===== src/rtl/l1_l2_arbiter.sv =====
// Two-master round-robin arbiter between the L1 I-cache and L1 D-cache,
// holding one latched line request toward the unified L2 at a time.
//
//  state  | meaning
//  IDLE   | no request outstanding; a grant is made on this cycle's edge
//  I_BUSY | captured I-cache read driven to L2 until l2_resp
//  D_BUSY | captured D-cache read/write driven to L2 until l2_resp
//  DONE   | one bubble cycle so the completing master can drop its request

module l1_l2_arbiter (
   input  logic         clk,
   input  logic         rst,
   input  logic [31:0]  i_mem_address,
   input  logic         i_mem_read,
   output logic [255:0] i_mem_rdata,
   output logic         i_mem_resp,
   input  logic [31:0]  d_mem_address,
   input  logic [255:0] d_mem_wdata,
   input  logic         d_mem_read,
   input  logic         d_mem_write,
   output logic [255:0] d_mem_rdata,
   output logic         d_mem_resp,
   output logic [31:0]  l2_address,
   output logic [255:0] l2_wdata,
   output logic         l2_read,
   output logic         l2_write,
   input  logic [255:0] l2_rdata,
   input  logic         l2_resp
);

   typedef enum logic [1:0] {IDLE, I_BUSY, D_BUSY, DONE} state_t;

   state_t state;
   logic   last_grant;
   logic   i_req;
   logic   d_req;
   logic   grant_d;

   assign i_req   = i_mem_read;
   assign d_req   = d_mem_read | d_mem_write;
   // On contention the master that did not win last time goes first.
   assign grant_d = d_req & (~i_req | ~last_grant);

   assign i_mem_resp  = l2_resp & (state == I_BUSY);
   assign d_mem_resp  = l2_resp & (state == D_BUSY);
   assign i_mem_rdata = l2_rdata;
   assign d_mem_rdata = l2_rdata;

   always_ff @(posedge clk) begin
      if (rst) begin
         state      <= IDLE;
         last_grant <= 1'b0;
         l2_read    <= 1'b0;
         l2_write   <= 1'b0;
         l2_address <= '0;
         l2_wdata   <= '0;
      end else begin
         case (state)
            IDLE: begin
               if (grant_d) begin
                  state      <= D_BUSY;
                  last_grant <= 1'b1;
                  l2_address <= d_mem_address;
                  l2_wdata   <= d_mem_wdata;
                  // read+write together is illegal; it is served as a write
                  l2_write   <= d_mem_write;
                  l2_read    <= ~d_mem_write;
               end else if (i_req) begin
                  state      <= I_BUSY;
                  last_grant <= 1'b0;
                  l2_address <= i_mem_address;
                  l2_wdata   <= '0;
                  l2_write   <= 1'b0;
                  l2_read    <= 1'b1;
               end
            end
            I_BUSY, D_BUSY: begin
               if (l2_resp) begin
                  state    <= DONE;
                  l2_read  <= 1'b0;
                  l2_write <= 1'b0;
               end
            end
            DONE: state <= IDLE;
            default: begin
               state    <= IDLE;
               l2_read  <= 1'b0;
               l2_write <= 1'b0;
            end
         endcase
      end
   end

endmodule


===== config.mk =====
export PLATFORM = sky130hd
export DESIGN_NAME = l1_l2_arbiter
export DESIGN_NICKNAME = d
export VERILOG_FILES = /design/src/rtl/l1_l2_arbiter.sv
export SDC_FILE = /design/constraint.sdc
export NUM_CORES = 1
export LEC_CHECK = 0
export CAP_MARGIN = 20
export CORE_AREA = 5 5 544 546
export CTS_BUF_LIST = sky130_fd_sc_hd__clkbuf_4 sky130_fd_sc_hd__clkbuf_8
export DETAILED_ROUTE_END_ITERATION = 7
export DIE_AREA = 0 0 549 551
export PLACE_DENSITY = 0.3
export SLEW_MARGIN = 20
export SYNTH_ARGS = -nofsm -noshare
export SYNTH_HDL_FRONTEND = slang
export SYNTH_SLANG_ARGS = --single-unit

===== constraint.sdc =====
create_clock -name clk -period 2.13 [get_ports clk]
set_input_delay 0.426 -clock clk [delete_from_list [all_inputs] [get_ports clk]]
set_output_delay 0.426 -clock clk [all_outputs]
set_load 0.01 [all_outputs]

==> impl_metrics.prom <==
# TYPE chip_impl_metric gauge
chip_impl_info{name="status",value="completed"} 1
chip_impl_info{name="synth_top_cells_by_count",value="buf_4 (513), dfxtp_1 (293), nor2_1 (288)"} 1
chip_impl_metric{name="drv.max_cap_violation_count",unit=""} 0
chip_impl_metric{name="drtPass1Iterations",unit=""} 5
chip_impl_metric{name="synth_largest_type_area_fraction",unit="%"} 40.9
chip_impl_metric{name="synthToLayoutAreaGrowth",unit="%"} 62.4
chip_impl_metric{name="io_buffer_count",unit=""} 617
chip_impl_info{name="criticalPathCategory",value="register to output pin"} 1
chip_impl_metric{name="critical_path_peak_fanout",unit=""} 2
chip_impl_metric{name="fill_cells",unit=""} 33900
chip_impl_metric{name="report.final.slew_viol_count",unit=""} 0
chip_impl_metric{name="drt.antenna.violating_nets",unit=""} 0
chip_impl_metric{name="ctsHtreeMaxLevel",unit=""} 3
chip_impl_metric{name="synth_area_per_cell",unit="sq um"} 8.92
chip_impl_metric{name="power_per_cell_area",unit="mW/mm^2"} 1150
chip_impl_metric{name="detail_route.wl_per_cell",unit="microns"} 27.8
chip_impl_metric{name="layout_net_count",unit=""} 2316
chip_impl_info{name="most_used_flip_flop_cell_after_synthesis",value="dfxtp_1"} 1
chip_impl_metric{name="postSynthRegisterBits",unit=""} 293
chip_impl_metric{name="fin_crit",unit="ns"} 1.97
chip_impl_metric{name="drc",unit=""} 0
chip_impl_metric{name="top_level_ports",unit=""} 1386
chip_impl_metric{name="critPathRequiredTime",unit="ns"} 1.70
chip_impl_metric{name="area_of_the_core_region",unit="sq mm"} 0.290
chip_impl_metric{name="finalCoreUtilization",unit="%"} 8.03
chip_impl_metric{name="drt-total-wl",unit="microns"} 158000
chip_impl_metric{name="cts-root-to-sink-buffers",unit=""} 3
chip_impl_metric{name="postSynthNetCount",unit=""} 2193
chip_impl_metric{name="grt_max_degree",unit=""} 118
chip_impl_info{name="standard_cell_with_the_maximum_stage_delay_on_the_critical_path",value="clkdlybuf4s15_1"} 1
chip_impl_metric{name="synth.lib_cells_used.distinct",unit=""} 27
chip_impl_metric{name="grt-ovfl-total",unit=""} 0
chip_impl_metric{name="finalSetupViolCount",unit=""} 0
chip_impl_metric{name="fin_hold_ws",unit="ns"} 0.273
chip_impl_metric{name="path_clk_slew",unit="ns"} 0.06
chip_impl_metric{name="critPathBufInv",unit=""} 1
chip_impl_metric{name="seq_area_frac_synth",unit="%"} 40.9
chip_impl_metric{name="dpl.hpwl",unit="microns"} 139000
chip_impl_metric{name="timing.final.ws_setup",unit="ns"} 0.156
chip_impl_metric{name="slew-limit-headroom",unit="%"} 47.7
chip_impl_metric{name="die_height",unit="microns"} 551
chip_impl_metric{name="synth-warning-count",unit=""} 0
chip_impl_metric{name="via_per_inst",unit=""} 2.31
chip_impl_metric{name="place_ws",unit="ns"} -0.127
chip_impl_info{name="netlist.top_cell.by_area",value="dfxtp_1"} 1
chip_impl_metric{name="row_count",unit=""} 198
chip_impl_info{name="tritoncts",value="done"} 1
chip_impl_metric{name="route.vias.total",unit=""} 13100
chip_impl_metric{name="synth-edff-count",unit=""} 0
chip_impl_metric{name="cp_data_arrival_time",unit="ns"} 1.55
chip_impl_metric{name="worst_clock_skew",unit="ns"} 0.0483
chip_impl_metric{name="antenna_found_initial",unit=""} 48
chip_impl_metric{name="grt_util_all_layers",unit="%"} 9.90
chip_impl_metric{name="final_layout_size_suffix_gt1_share",unit="%"} 16.0
chip_impl_metric{name="cts_buffers",unit=""} 71
chip_impl_metric{name="clk-insertion-delay-late",unit="ns"} 0.76
chip_impl_metric{name="finalWeightedCongestion",unit=""} 0.885
chip_impl_metric{name="max_freq",unit="GHz"} 0.507
chip_impl_info{name="cp_cell_sequence",value="clkdlybuf4s15_1"} 1
chip_impl_metric{name="die_w",unit="microns"} 549
chip_impl_metric{name="initial_core_util",unit="%"} 4.95
chip_impl_info{name="setup_repair_after_global_routing_missed_its_margin",value="false"} 1
chip_impl_metric{name="design_power_total",unit="mW"} 26.9
chip_impl_info{name="start_kind",value="register"} 1
chip_impl_metric{name="synth_cells",unit=""} 1608
chip_impl_info{name="worst_min_delay_path_class",value="input pin to register"} 1
chip_impl_metric{name="synthArstFlopShare",unit="%"} 0
chip_impl_metric{name="cts_sinks",unit=""} 293
chip_impl_metric{name="grt_first_pass_wirelength",unit="microns"} 188000
chip_impl_metric{name="netlist_area",unit="sq mm"} 0.0144
chip_impl_metric{name="register_area",unit="sq mm"} 0.00590
chip_impl_metric{name="ir_worst_vdd",unit="V"} 0.000480
chip_impl_metric{name="die-area",unit="sq mm"} 0.302
chip_impl_info{name="critPathTopFamily",value="buffers and inverters"} 1
chip_impl_metric{name="first_iter_violations",unit=""} 914
chip_impl_info{name="cts-root-buf",value="clkbuf_8"} 1
chip_impl_metric{name="critical-path-max-stage-delay",unit="ns"} 0.47
chip_impl_info{name="synthTopCellsByArea",value="dfxtp_1 (41%), buf_4 (27%), a32oi_1 (16%)"} 1
chip_impl_metric{name="vias_in_the_first_global_route",unit=""} 13400
chip_impl_metric{name="final_min_period_over_clock_period",unit="%"} 92.7
chip_impl_metric{name="timing_worst_slew_pin_value",unit="ns"} 0.785
chip_impl_metric{name="leakagePower",unit="nW"} 8.16
chip_impl_info{name="critPathCaptureType",value="output pin"} 1
chip_impl_metric{name="final_hold_viol_count",unit=""} 0
chip_impl_info{name="synth_most_common_cell",value="buf_4"} 1
chip_impl_metric{name="multiInputGateArea",unit="sq mm"} 0.00412
[tightest hold or removal path, cell delays in order]
cell and delay (ns):
clkdlybuf4s50_1 0.39, nand2_1 0.05, a311oi_1 0.07
[registers in the layout, summed over array words and instances (netlist names)]
| name | cells |
|---|---|
| last_grant | 1 |
| l2_write | 1 |
| l2_wdata | 256 |
| state | 2 |
| l2_read | 1 |
| l2_address | 32 |
[worst paths after layout]
kind / slack, ns / cells past startpoint / to / start
max: 0.16 / 1 / l2_wdata[2] / l2_wdata[2]$_SDFFE_PP0P_
min: 0.27 / 3 / l2_address[12]$_SDFFE_PP0P_ / d_mem_address[12]
max reg2reg: 0.29 / 8 / l2_wdata[208]$_SDFFE_PP0P_ / state[0]$_SDFFE_PP0P_
min reg2reg: 0.47 / 2 / l2_read$_SDFFE_PP0P_ / l2_read$_SDFFE_PP0P_
[placed cells by master, fill, tap and decap left out, types with 2 or more instances in the layout]
cell type / instances
a32oi_1: 256
clkinvlp_4: 4
inv_2: 2
inv_6: 2
dfxtp_2: 22
nand2_1: 67
a21oi_1: 5
clkinv_2: 4
and2_4: 2
o21ai_0: 3
buf_4: 62
clkbuf_4: 27
clkdlybuf4s15_2: 28
dfxtp_4: 3
buf_2: 2
dlygate4sd2_1: 239
a311oi_1: 32
buf_6: 2
clkdlybuf4s15_1: 9
nor2_1: 288
bufinv_16: 6
buf_12: 25
dfxtp_1: 268
clkbuf_8: 84
clkdlybuf4s50_1: 324
[routing by layer]
layer / GRT usage (%) / part of all wire [%]
met3: 12.1 / 26
met2: 16.2 / 46
met4: 2.86 / 2.9
met5: 0.391 / 0.13
met1: 6.99 / 24
[power by group]
| part | total [mW] | internal, mW | switching (mW) | leakage (nW) |
|---|---|---|---|---|
| clock | 8.15 | 4.78 | 3.37 | 0.844 |
| sequential | 8.17 | 7.03 | 1.14 | 2.42 |
| combinational | 10.6 | 4.24 | 6.32 | 4.90 |
| total | 26.9 | 16.0 | 10.8 | 8.16 |
[area by class of cell]
class                           instances  area share, %
Timing Repair Buffer                  694           29.1
Clock buffer                          111           5.83
Clock inverter                         17           1.11
Antenna cell                            1         0.0107
Sequential cell                       293           25.3
Tap cell                             3900           20.9
Multi-Input combinational cell        669           17.7
Inverter                                2         0.0322
[cells by family after synthesis]
group / Yosys count / share of synthesized area (%)
buffers and inverters: 646 / 30.8
and+or+nand+nor: 361 / 9.64
AOI/OAI and AO/OA: 304 / 18.4
DFF: 293 / 40.9
adders and majority gates: 3 / 0.262
muxes: 1 / 0.0698
[per-stage QoR]
stage          cells  area (sq um)  setup TNS [ns]
5_1_grt         5687         23300               0
6_report        5687         23300               0
4_1_cts         5686         23300         -0.0348
2_1_floorplan   1608         14400               0
3_3_place_gp    5556         21900           -8.91
3_5_place_dp    5556         21900          -17.71
[repair_timing]
action,CTS,global route
hold endpoints to repair,15,0
buffers inserted,1,0
endpoints found under the setup margin,281,1
gates resized for setup,399,1
hold buffers,1,0
(Power assumes the default switching activity.)
